**src/rtl/lcd_pkg.sv**
```systemverilog
// Shared types and constants for the HD44780 write-only LCD controller.
package lcd_pkg;

    typedef enum logic [2:0] {
        INIT_WAIT,
        IDLE,
        SETUP,
        PULSE,
        HOLD,
        EXEC
    } lcd_state_t;

    localparam int WORD_W     = 9;
    localparam int RS_BIT     = 8;
    localparam int FIFO_DEPTH = 4;
    localparam int INIT_LEN   = 4;

    localparam logic [7:0] INIT_CMD_0 = 8'h38;
    localparam logic [7:0] INIT_CMD_1 = 8'h0C;
    localparam logic [7:0] INIT_CMD_2 = 8'h01;
    localparam logic [7:0] INIT_CMD_3 = 8'h06;

    localparam logic [7:0] CMD_CLEAR   = 8'h01;
    localparam logic [6:0] CMD_HOME_HI = 7'b0000001;

    function automatic logic [7:0] init_cmd(input logic [1:0] idx);
        case (idx)
            2'd0:    return INIT_CMD_0;
            2'd1:    return INIT_CMD_1;
            2'd2:    return INIT_CMD_2;
            default: return INIT_CMD_3;
        endcase
    endfunction

    // Clear display and return home need the long execution wait.
    function automatic logic is_long_cmd(input logic rs, input logic [7:0] byte_val);
        return !rs && ((byte_val == CMD_CLEAR) || (byte_val[7:1] == CMD_HOME_HI));
    endfunction

endpackage

```
**src/rtl/lcd_fifo.sv**
```systemverilog
// Small synchronous FIFO; a push while full is dropped even if a pop happens that cycle.
module lcd_fifo #(
    parameter int DEPTH = 4,
    parameter int WIDTH = 9
) (
    input  logic             clk,
    input  logic             rst,
    input  logic             push,
    input  logic             pop,
    input  logic [WIDTH-1:0] wr_data,
    output logic [WIDTH-1:0] rd_data,
    output logic             full,
    output logic             empty
);

    localparam int PTR_W = (DEPTH > 1) ? $clog2(DEPTH) : 1;
    localparam int CNT_W = $clog2(DEPTH + 1);

    logic [WIDTH-1:0] mem [DEPTH];
    logic [PTR_W-1:0] wr_ptr;
    logic [PTR_W-1:0] rd_ptr;
    logic [CNT_W-1:0] count;
    logic             do_push;
    logic             do_pop;

    assign full    = (count == CNT_W'(DEPTH));
    assign empty   = (count == '0);
    assign do_push = push && !full;
    assign do_pop  = pop && !empty;
    assign rd_data = mem[rd_ptr];

    function automatic logic [PTR_W-1:0] next_ptr(input logic [PTR_W-1:0] p);
        return (p == PTR_W'(DEPTH - 1)) ? '0 : p + PTR_W'(1);
    endfunction

    always_ff @(posedge clk) begin
        if (rst) begin
            wr_ptr <= '0;
            rd_ptr <= '0;
            count  <= '0;
        end else begin
            if (do_push) wr_ptr <= next_ptr(wr_ptr);
            if (do_pop)  rd_ptr <= next_ptr(rd_ptr);
            case ({do_push, do_pop})
                2'b10:   count <= count + CNT_W'(1);
                2'b01:   count <= count - CNT_W'(1);
                default: count <= count;
            endcase
        end
    end

    // Storage carries no reset; only pointers and count define validity.
    always_ff @(posedge clk) begin
        if (do_push) mem[wr_ptr] <= wr_data;
    end

endmodule

```
**src/rtl/lcd_ctrl.sv**
```systemverilog
// HD44780 write-only controller: power-on wait, fixed init sequence, then FIFO-fed
// command/data writes with setup, enable pulse, hold and execution timing.
module lcd_ctrl
    import lcd_pkg::*;
#(
    parameter int T_PWR  = 750000,
    parameter int T_SU   = 2,
    parameter int T_EN   = 12,
    parameter int T_HOLD = 2,
    parameter int T_EXEC = 2500,
    parameter int T_CLR  = 82000
) (
    input  logic       clk,
    input  logic       rst,
    input  logic       i_wr_valid,
    input  logic [8:0] i_wr_data,
    output logic       o_wr_ready,
    output logic       o_busy,
    output logic       o_overflow,
    output logic       o_lcd_on,
    output logic       o_lcd_en,
    output logic       o_lcd_rs,
    output logic       o_lcd_rw,
    output logic [7:0] o_lcd_data
);

    function automatic int max_of(input int a, input int b);
        return (a > b) ? a : b;
    endfunction

    localparam int T_MAX = max_of(max_of(max_of(T_PWR, T_SU), max_of(T_EN, T_HOLD)),
                                  max_of(T_EXEC, T_CLR));
    localparam int CNT_W = (T_MAX > 1) ? $clog2(T_MAX) : 1;

    // Terminal count for a phase; a zero-length phase still lasts one cycle.
    function automatic logic [CNT_W-1:0] last_cnt(input int t);
        return (t <= 1) ? '0 : CNT_W'(t - 1);
    endfunction

    localparam logic [CNT_W-1:0] LAST_PWR  = last_cnt(T_PWR);
    localparam logic [CNT_W-1:0] LAST_SU   = last_cnt(T_SU);
    localparam logic [CNT_W-1:0] LAST_EN   = last_cnt(T_EN);
    localparam logic [CNT_W-1:0] LAST_HOLD = last_cnt(T_HOLD);
    localparam logic [CNT_W-1:0] LAST_EXEC = last_cnt(T_EXEC);
    localparam logic [CNT_W-1:0] LAST_CLR  = last_cnt(T_CLR);

    lcd_state_t        state;
    logic [CNT_W-1:0]  cnt;
    logic [1:0]        init_idx;
    logic              init_done;
    logic [WORD_W-1:0] head;
    logic              fifo_full;
    logic              fifo_empty;
    logic              pop;
    logic [CNT_W-1:0]  exec_last;

    assign pop        = (state == IDLE) && !fifo_empty;
    assign o_wr_ready = !fifo_full;
    assign o_busy     = (state != IDLE) || !fifo_empty;
    assign o_lcd_rw   = 1'b0;
    assign exec_last  = is_long_cmd(o_lcd_rs, o_lcd_data) ? LAST_CLR : LAST_EXEC;

    lcd_fifo #(
        .DEPTH (FIFO_DEPTH),
        .WIDTH (WORD_W)
    ) u_fifo (
        .clk     (clk),
        .rst     (rst),
        .push    (i_wr_valid),
        .pop     (pop),
        .wr_data (i_wr_data),
        .rd_data (head),
        .full    (fifo_full),
        .empty   (fifo_empty)
    );

    always_ff @(posedge clk) begin
        if (rst) begin
            state      <= INIT_WAIT;
            cnt        <= '0;
            init_idx   <= '0;
            init_done  <= 1'b0;
            o_lcd_on   <= 1'b0;
            o_lcd_en   <= 1'b0;
            o_lcd_rs   <= 1'b0;
            o_lcd_data <= 8'h00;
            o_overflow <= 1'b0;
        end else begin
            if (i_wr_valid && !o_wr_ready) o_overflow <= 1'b1;

            case (state)
                INIT_WAIT: begin
                    if (cnt == LAST_PWR) begin
                        o_lcd_on   <= 1'b1;
                        init_idx   <= 2'd0;
                        o_lcd_rs   <= 1'b0;
                        o_lcd_data <= init_cmd(2'd0);
                        cnt        <= '0;
                        state      <= SETUP;
                    end else begin
                        cnt <= cnt + CNT_W'(1);
                    end
                end
                IDLE: begin
                    if (!fifo_empty) begin
                        o_lcd_rs   <= head[RS_BIT];
                        o_lcd_data <= head[7:0];
                        cnt        <= '0;
                        state      <= SETUP;
                    end
                end
                SETUP: begin
                    if (cnt == LAST_SU) begin
                        o_lcd_en <= 1'b1;
                        cnt      <= '0;
                        state    <= PULSE;
                    end else begin
                        cnt <= cnt + CNT_W'(1);
                    end
                end
                PULSE: begin
                    if (cnt == LAST_EN) begin
                        o_lcd_en <= 1'b0;
                        cnt      <= '0;
                        state    <= HOLD;
                    end else begin
                        cnt <= cnt + CNT_W'(1);
                    end
                end
                HOLD: begin
                    if (cnt == LAST_HOLD) begin
                        cnt   <= '0;
                        state <= EXEC;
                    end else begin
                        cnt <= cnt + CNT_W'(1);
                    end
                end
                EXEC: begin
                    // During init, chain straight into the next ROM command.
                    if (cnt == exec_last) begin
                        cnt <= '0;
                        if (!init_done && (init_idx != 2'(INIT_LEN - 1))) begin
                            init_idx   <= init_idx + 2'd1;
                            o_lcd_rs   <= 1'b0;
                            o_lcd_data <= init_cmd(init_idx + 2'd1);
                            state      <= SETUP;
                        end else begin
                            init_done <= 1'b1;
                            state     <= IDLE;
                        end
                    end else begin
                        cnt <= cnt + CNT_W'(1);
                    end
                end
                default: state <= INIT_WAIT;
            endcase
        end
    end

endmodule

```
**config.mk**
```make
export PLATFORM = sky130hd
export DESIGN_NAME = lcd_ctrl
export DESIGN_NICKNAME = d
export VERILOG_FILES = /design/src/rtl/lcd_pkg.sv /design/src/rtl/lcd_fifo.sv /design/src/rtl/lcd_ctrl.sv
export SDC_FILE = /design/constraint.sdc
export NUM_CORES = 1
export LEC_CHECK = 0
export CORE_ASPECT_RATIO = 1.25
export CORE_MARGIN = 2
export CORE_UTILIZATION = 40
export CTS_BUF_LIST = sky130_fd_sc_hd__clkbuf_4
export DETAILED_ROUTE_END_ITERATION = 10
export PLACE_DENSITY = 0.62
export SLEW_MARGIN = 20
export SYNTH_ARGS = -nofsm -noshare
export SYNTH_HDL_FRONTEND = slang
export SYNTH_HIERARCHICAL = 1
export SYNTH_SLANG_ARGS = --single-unit
```
**constraint.sdc**
```tcl
create_clock -name clk -period 3.35 [get_ports clk]
set_clock_uncertainty 0.1 [all_clocks]
set_input_delay 0.5025 -clock clk [delete_from_list [all_inputs] [get_ports clk]]
set_output_delay 0.5025 -clock clk [all_outputs]
set_load 0.02 [all_outputs]
```
==> impl_metrics.toml, run 1 <==
[status]
status = "finished, final reports clean"

[critical_path]
worstRegToRegCells = 7
arrival_ns = 3.04
cp-startpoint = "cnt[4]"
critPathKind = "flop to flop"
r2r_start = "cnt[4]"
endpoint = "o_lcd_rs"
crit_path_start_kind = "flop"
required_ns = 3.60
reg2reg_setup_slack_ns = 0.57
worstPathMaxFanout = 12
end_kind = "flop"
r2r_end = "o_lcd_rs"

[yosys]
synth_edf_count = 36
yosysMostFrequentCell = "dfxtp_1"
synth_area_leaders = "edfxtp_1, dfxtp_1, mux4_2, nand2_1, nand3_1"
synth_area_um2 = 4040
yosysTopAreaCellShare_pct = 26.8
synth_fp_nets = 417
ys_ff_latch = 83
synthFlopType = "dfxtp_1"
ys_seq_area_share_pct = 50.1
synth_cells = 393
post_synth.cell_area_avg_um2 = 10.3
ys_types = 61
yosys_warnings = 6
ys_top_cells_by_count = "dfxtp_1, nand2_1, edfxtp_1"
synth_area_leader_cell = "edfxtp_1"
async_flop_share_pct = 0

[floorplan]
initial_core_util_pct = 40.6
chipWidth_um = 93.9
die_y_um = 116
fp.coreArea_um2 = 9950
num_rows = 41
fp.dieArea_um2 = 10900
ioPinCount = 27

[timing]
setup_slack_ns = 0.569
period_share_pct = 83.0
fmax_ghz = 0.360
hold_viol_final = 0
finalSetupTns_ns = 0
setup_viol = 0
slew_headroom_pct = 47.8
period_minus_slack_ns = 2.78
rsz0062_at_grt = "false"
finalMaxSlewViolations = 0
whs_ns = 0.389
worst_pin_slew_ns = 0.779

[power_and_ir_drop]
combPwrFrac_pct = 5.8
switching_share_pct = 25.0
p_switching_uw = 453
peakVddDrop_mv = 0.281
internal_power_mw = 1.36
power_density_nw_per_um2 = 400
power_leakage_nw = 1.52
seq_power_share_pct = 60.5
clkPwrFrac_pct = 33.7

[route]
wl_mm = 8.73
drt_iter0_markers = 135
dr.pass1.iters = 4
drc = 0
routed-via-count = 2963
viasPerCell = 5.41
post_drt_wl_per_cell_um = 15.9
ant_nets = 0

[cells_and_area]
design_area_um2 = 4530
antenna_cells = 0
final_layout_size_suffix_gt1_share_pct = 12.9
area.growth.synth_to_final_pct = 12.3
fillers = 955
nNetsFinal = 438

[clocking]
htreeDepth = 3
root_buffer = "clkbuf_4"
cts_hold_buf = 0
worstSkewPairLatency_ns = 0.44
clkSinkCount = 83
clk_pin_slew_ns = 0.15
post_cts_buffers = 0
cts_made_buffers = 9
clock_path_buffers = 2
postCtsResizedCells = 0
cts_tree = "done"

[global_route]
grt_pass1_wl_mm = 14.6
first_global_vias = 2993
overflow = 0
antenna_found_initial = 0
grt_usage_pct = 17.2
grt_max_degree = 23

[placed_design]
port_buffers = 25
postPlaceCellArea_um2 = 4390
place_ws_ns = 0.493
gp_congestion = 0.844
dp_hpwl_mm = 6.28

[worst_hold_path]
min_path_type = "flop to flop"

[run]
cap_violations = 0
## power groups by stage
stage                     Sequential [mW]  Clock, mW  Combinational [mW]
after floorplan                      1.11          0              0.0684
after global placement               1.12          0               0.104
after detailed placement             1.12          0               0.107
after CTS                            1.10      0.631               0.107
after global routing                 1.10      0.679               0.117
final                                1.10      0.611               0.105
## sequential cells by signal, indices dropped and copies added, names as in the netlist, named ones only
| name | count |
|---|---|
| u_fifo/mem | 36 |
| cnt | 20 |
| o_lcd_data | 8 |
| state | 3 |
| u_fifo/count | 3 |
| init_idx | 2 |
| u_fifo/rd_ptr | 2 |
| u_fifo/wr_ptr | 2 |
| init_done | 1 |
| o_lcd_en | 1 |
| o_lcd_on | 1 |
| o_lcd_rs | 1 |
| o_overflow | 1 |
## cell families after synthesis
family / synth area share, %
AND/OR/NAND/NOR: 20.6
adder cells (fa/ha/maj): 3.91
XOR/XNOR: 1.09
multiplexers: 7.69
buffers and inverters: 4.65
other: 0.0929
AO/OA/AOI/OAI: 11.8
flip-flops: 50.1
## worst min path at each step
stage                        startpoint             to  slack [ns]  cells past startpoint
after floorplan                 cnt[19]        cnt[19]        0.35                      2
after global placement       o_overflow     o_overflow        0.36                      2
after global routing      o_lcd_data[1]  o_lcd_data[1]        0.43                      2
final                          o_lcd_en       o_lcd_en        0.39                      2
after detailed placement     o_overflow     o_overflow        0.36                      2
after CTS                      o_lcd_en       o_lcd_en        0.40                      2
## per-stage QoR
step           instances  power (mW)  utilization, %
6_report             548        1.81            45.6
5_1_grt              548        1.90            45.6
4_1_cts              548        1.84            45.6
3_5_place_dp         532        1.23            44.1
3_3_place_gp         532        1.22            44.1
2_1_floorplan        393        1.18               -
## layer usage
| layer | track usage [%] | vias up | part of all wire [%] |
|---|---|---|---|
| li1 | - | 1480 | - |
| met1 | 19.9 | 1424 | 42 |
| met2 | 31.1 | 47 | 53 |
| met3 | 4.13 | 12 | 3.1 |
| met4 | 5.60 | 0 | 1.7 |
| met5 | 0 | - | 0 |
## cells in the final DEF, fill, tap and decap left out, types with 6 or more instances in the layout
cell              n
edfxtp_1         36
nor3_1           12
nand3_1          30
clkdlybuf4s50_1  25
o21ai_1           7
dfxtp_1          47
mux2_2            6
and3_1            6
nor2_1           28
inv_1            17
clkbuf_4          9
ha_1             11
mux4_2            9
buf_4             9
a21oi_1          27
o311ai_1          7
nand2_1          42
or3_1             9
## layout make-up
type | count | area [um^2] | area share (%)
sequential | 83 | 2020 | 44.6
multi-input combinational | 269 | 1830 | 40.3
timing repair buffer | 34 | 318 | 7.01
tap | 129 | 161 | 3.56
clock inverter | 7 | 75.1 | 1.66
clock buffer | 9 | 67.6 | 1.49
inverter | 17 | 63.8 | 1.41
## worst max-delay path, stage by stage (launching register included)
cell,delay (ns)
dfxtp_1,0.40
or4_4,0.56
nor4_4,0.31
and3_4,0.26
a21oi_2,0.08
nor4_4,0.65
nand3_1,0.16
a21oi_1,0.17
(Power assumes the default switching activity.)
==> inputs of run 2 (changes only) <==
Settings changed: PLACE_DENSITY 0.62 to 0.64.
Clock period 3.35 ns to 2.35 ns, I/O delays scaled along.
==> run 2 against run 1 <==
The run now ends with negative setup slack left. Final area increased by 18%. Maximum frequency grew 7.0%. Combinational power increased by 100%. First-iteration DRC count is 3.0% higher. Via count rose by 11%. Sequential share of layout area decreased by 6.7 points. Global-route usage rose by 2.2 points. Clock-buffer cell count up 3. Routed wire length rose by 14%. Non-clock buffer count grew 66. Highest routed layer unchanged. Largest power group unchanged.
==> impl_metrics.toml, run 2 (synthesis gave the netlist of run 1 again) <==
[worst_hold_path]
min_path_type = "flop to flop"
holdPathStages = 2

[timing]
worst_pin_slew_ns = 0.604
setup_viol = 30
hold_viol_final = 0
slew_headroom_pct = 59.4
period_share_pct = 111
finalMaxSlewViolations = 0
period_minus_slack_ns = 2.60
setup_slack_ns = -0.250
rsz0062_at_grt = "true"
finalSetupTns_ns = -5.50
fmax_ghz = 0.385

[critical_path]
crit_top_cell = "buf_4"
crit_path_start_kind = "flop"
slowest_stage = "or4_4"
required_ns = 2.59
critPathKind = "flop to flop"
cp_top_family = "simple AND/OR/NAND/NOR gates"
reg2reg_setup_slack_ns = -0.25
worstPathMaxFanout = 3
end_kind = "flop"
cp.depth = 9
cpPeakStageDelay_ns = 0.53
cp_cell_sequence = "or4_4 -> nor4_4 -> buf_4 -> a41oi_2 -> a311oi_4 -> buf_4 -> nand2_4 -> a32oi_2 -> o31ai_1"
endpoint = "cnt[4]"
path_buf_inv = 2
r2r_end = "cnt[4]"
arrival_ns = 2.84
r2r_start = "cnt[5]"
cp-startpoint = "cnt[5]"
worstRegToRegCells = 9

[cells_and_area]
final_common_cell = "buf_4"
fillers = 907
largestRegisters = "u_fifo/mem: 36 flops, cnt: 20 flops, o_lcd_data: 8 flops"
mostFrequentLayoutCells = "buf_4, dfxtp_1, nand2_1, edfxtp_1, nand3_1"
nNetsFinal = 504
largest_register = "u_fifo/mem"
fin_util_pct = 53.9
area.growth.synth_to_final_pct = 33.0
fin_cells = 614
antenna_cells = 0
final_layout_size_suffix_gt1_share_pct = 36.5
largest_reg_flops = 36

[route]
wl_met1_mm = 3.86
wl_met3_um = 348
dr_wl_met2_mm = 5.23
ant_nets = 0
wl_mm = 9.98
dr.pass1.iters = 4
drc = 0
top_layer_used = "met4"
post_drt_wl_per_cell_um = 16.2
viasPerCell = 5.38
drt_iter0_markers = 139
routed-via-count = 3301

[floorplan]
fp.coreArea_um2 = 9950
num_rows = 41
die_y_um = 116
initial_core_util_pct = 40.6
ioPinCount = 27
fp.dieArea_um2 = 10900
chipWidth_um = 93.9

[run]
cap_violations = 0

[clocking]
clock_path_buffers = 2
clk_pin_slew_ns = 0.14
worstSkewPairLatency_ns = 0.46
cts_hold_buf = 0
root_buffer = "clkbuf_4"
cts_tree = "done"
htreeDepth = 3
clkSinkCount = 83
cts_made_buffers = 9

[power_and_ir_drop]
peakVddDrop_mv = 0.363
power_density_nw_per_um2 = 470
power_leakage_nw = 1.92

[placed_design]
numPlacedInstances = 586
port_buffers = 25
gp_congestion = 0.916
dp_hpwl_mm = 7.01

[global_route]
first_global_vias = 3399
grt_max_degree = 21
antenna_found_initial = 0
overflow = 0
grt_pass1_wl_mm = 16.0
grt_usage_pct = 19.3

[status]
violations = "negative setup slack"
status = "finished, violations left"
run 2: timing repair:
action | 4_1_cts | 5_1_grt
setup endpoints to repair | 32 | 37
gates resized for setup | 33 | 38
pin swaps | 26 | 16
cloned | 2 | 0
setup buffers | 5 | 7
run 2: how the worst min path moves through the flow:
stage / startpoint / endpoint
global placement: o_overflow / o_overflow
finish: o_lcd_en / o_lcd_en
global route: i_wr_data[6] / u_fifo/mem[2][6]
floorplan: i_wr_data[0] / u_fifo/mem[0][0]
detailed placement: o_lcd_en / o_lcd_en
CTS: o_lcd_en / o_lcd_en
run 2: worst min-delay path, stage by stage, from the launching register on:
cell      delay, ns
dfxtp_1        0.35
nand2_1        0.06
a211oi_1       0.06
run 2: final cells by class:
| class | count | area [um^2] | area share (%) |
|---|---|---|---|
| Inverter | 17 | 63.8 | 1.19 |
| Multi-Input combinational cell | 269 | 2140 | 39.8 |
| Clock inverter | 4 | 27.5 | 0.513 |
| Timing Repair Buffer | 100 | 856 | 15.9 |
| Sequential cell | 83 | 2030 | 37.9 |
| Clock buffer | 12 | 90.1 | 1.68 |
| Tap cell | 129 | 161 | 3.01 |
run 2: per-stage QoR:
| step | hold slack (ns) | power [mW] | instance area, um^2 | setup slack [ns] |
|---|---|---|---|---|
| 6_report | 0.391 | 2.52 | 5370 | -0.250 |
| 5_1_grt | 0.412 | 2.63 | 5370 | -0.322 |
| 4_1_cts | 0.396 | 2.55 | 5180 | -0.186 |
| 3_5_place_dp | 0.377 | 1.77 | 4840 | -0.188 |
| 3_3_place_gp | 0.353 | 1.77 | 4840 | -0.146 |
| 2_1_floorplan | 0.351 | 1.69 | 4070 | -0.0487 |
run 2: power breakdown:
group	internal [mW]	total (mW)	switching, mW
sequential	1.54	1.56	0.0139
combinational	0.0992	0.213	0.113
clock	0.254	0.752	0.498
run 2: routing by layer:
layer	vias to the layer above	global-route usage [%]
li1	1608	-
met1	1569	20.1
met2	82	35.0
met3	42	3.55
met4	0	13.2
met5	-	0
==> inputs of run 3 (changes only) <==
Settings changed: CORE_MARGIN 2 to not set.
==> run 3 against run 2 <==
Power up 1.1%. Largest cell class is now sequential cells. Critical path depth down 2. The run still ends with negative setup slack left. Die area down 3.8%. Largest power group unchanged. Critical path type unchanged.
==> impl_metrics.toml, run 3 (synthesis gave the netlist of run 1 again) <==
[cells_and_area]
area.growth.synth_to_final_pct = 27.5
nNetsFinal = 493
final_layout_size_suffix_gt1_share_pct = 31.4
fin_cells = 600
mostFrequentLayoutCells = "buf_4, nand2_1, dfxtp_1, edfxtp_1, nor2_1"
antenna_cells = 0
largest_register = "u_fifo/mem"
final_common_cell = "buf_4"
design_area_um2 = 5140
largestRegisters = "u_fifo/mem: 36 flops, cnt: 20 flops, o_lcd_data: 8 flops"
largest_reg_flops = 36

[placed_design]
gp_congestion = 0.856
numPlacedInstances = 575
place_ws_ns = -0.162
dp_hpwl_mm = 6.74
port_buffers = 25
postPlaceCellArea_um2 = 4790

[critical_path]
worstRegToRegCells = 7
cp.depth = 7
crit_path_start_kind = "flop"
worstPathMaxFanout = 6
path_buf_inv = 0
cp_top_family = "simple AND/OR/NAND/NOR gates"
slowest_stage = "or4_4"
critPathKind = "flop to flop"
arrival_ns = 2.75
end_kind = "flop"
cp-startpoint = "cnt[18]"
r2r_start = "cnt[18]"
crit_top_cell = "or4_4"
cp_cell_sequence = "or4_4 -> nor4_4 -> and3_4 -> a21oi_2 -> or4_4 -> nand2_1 -> a21oi_1"
cpPeakStageDelay_ns = 0.58
r2r_end = "o_lcd_data[2]"
reg2reg_setup_slack_ns = -0.17
endpoint = "o_lcd_data[2]"
required_ns = 2.58

[clocking]
clk_pin_slew_ns = 0.14
cts_hold_buf = 0
clkSinkCount = 83
cts_tree = "done"
worstSkewPairLatency_ns = 0.44
cts_made_buffers = 9
clock_path_buffers = 2
root_buffer = "clkbuf_4"
htreeDepth = 3

[timing]
period_share_pct = 107
finalMaxSlewViolations = 0
hold_viol_final = 0
rsz0062_at_grt = "true"
period_minus_slack_ns = 2.52
fmax_ghz = 0.397
setup_slack_ns = -0.166
finalSetupTns_ns = -3.26
setup_viol = 30

[floorplan]
ioPinCount = 27
fp.coreArea_um2 = 9710
num_rows = 40
die_y_um = 114
fp.dieArea_um2 = 10500
initial_core_util_pct = 41.6
chipWidth_um = 91.9

[worst_hold_path]
min_path_type = "flop to flop"

[status]
violations = "negative setup slack"
status = "finished, violations left"

[route]
drt_iter0_markers = 207
drc = 0
ant_nets = 0
post_drt_wl_per_cell_um = 16.0
dr.pass1.iters = 4
wl_mm = 9.57
viasPerCell = 5.45
routed-via-count = 3267

[power_and_ir_drop]
peakVddDrop_mv = 0.361
power_density_nw_per_um2 = 496
combPwrFrac_pct = 8.0
finalPower_mw = 2.55
seq_power_share_pct = 61.1
switching_share_pct = 26.4
internal_power_mw = 1.88
power_leakage_nw = 1.83
clkPwrFrac_pct = 30.9
p_switching_uw = 673

[global_route]
antenna_found_initial = 0
grt_pass1_wl_mm = 15.4
overflow = 0
grt_max_degree = 21
first_global_vias = 3195
grt_usage_pct = 18.9

[run]
cap_violations = 0
[run 3: worst reg2reg max path, cell delays in order (launching register included)]
cell	delay, ns
dfxtp_2	0.35
or4_4	0.57
nor4_4	0.33
and3_4	0.26
a21oi_2	0.08
or4_4	0.58
nand2_1	0.10
a21oi_1	0.06
[run 3: metrics by stage]
step | hold slack, ns | utilization (%)
finish | 0.395 | 53.0
global route | 0.406 | 53.0
CTS | 0.394 | 52.4
detailed placement | 0.380 | 49.3
global placement | 0.354 | 49.3
floorplan | 0.351 | -
[run 3: worst min-delay path by stage]
stage | startpoint | to | cells past startpoint | slack, ns
3_5_place_dp | o_overflow | o_overflow | 2 | 0.38
6_report | o_lcd_en | o_lcd_en | 2 | 0.39
2_1_floorplan | i_wr_data[0] | u_fifo/mem[0][0] | 0 | 0.35
5_1_grt | i_wr_data[1] | u_fifo/mem[3][1] | 1 | 0.41
4_1_cts | i_wr_data[1] | u_fifo/mem[3][1] | 1 | 0.39
3_3_place_gp | o_overflow | o_overflow | 2 | 0.35
[run 3: what timing repair did]
item	CTS	global route
gates resized for setup	32	13
pin swaps	5	11
setup buffers	7	0
cloned	2	0
hold endpoints to repair	0	0
setup endpoints to repair	35	35
[run 3: layout make-up]
type	count	area, um^2
Fill cell	897	4560
Sequential cell	83	2030
Multi-Input combinational cell	269	2010
Timing Repair Buffer	89	766
Tap cell	126	158
Clock buffer	10	75.1
Inverter	17	63.8
Clock inverter	6	47.5
[run 3: routing by layer]
| metal | share of wire (%) | routed length [um] | GRT usage [%] | vias to the layer above |
|---|---|---|---|---|
| met5 | 0 | 0 | 0 | - |
| met4 | 2.7 | 258 | 9.79 | 0 |
| met3 | 3.5 | 337 | 2.79 | 21 |
| met2 | 52 | 4990 | 33.7 | 71 |
| met1 | 42 | 3980 | 22.0 | 1586 |
| li1 | - | - | - | 1589 |
[run 3: power by group through the flow]
stage / Sequential [mW] / Combinational, mW / Clock, mW
2_1_floorplan: 1.59 / 0.0986 / 0
3_3_place_gp: 1.59 / 0.176 / 0
3_5_place_dp: 1.59 / 0.181 / 0
4_1_cts: 1.56 / 0.197 / 0.804
5_1_grt: 1.56 / 0.220 / 0.860
6_report: 1.56 / 0.204 / 0.788
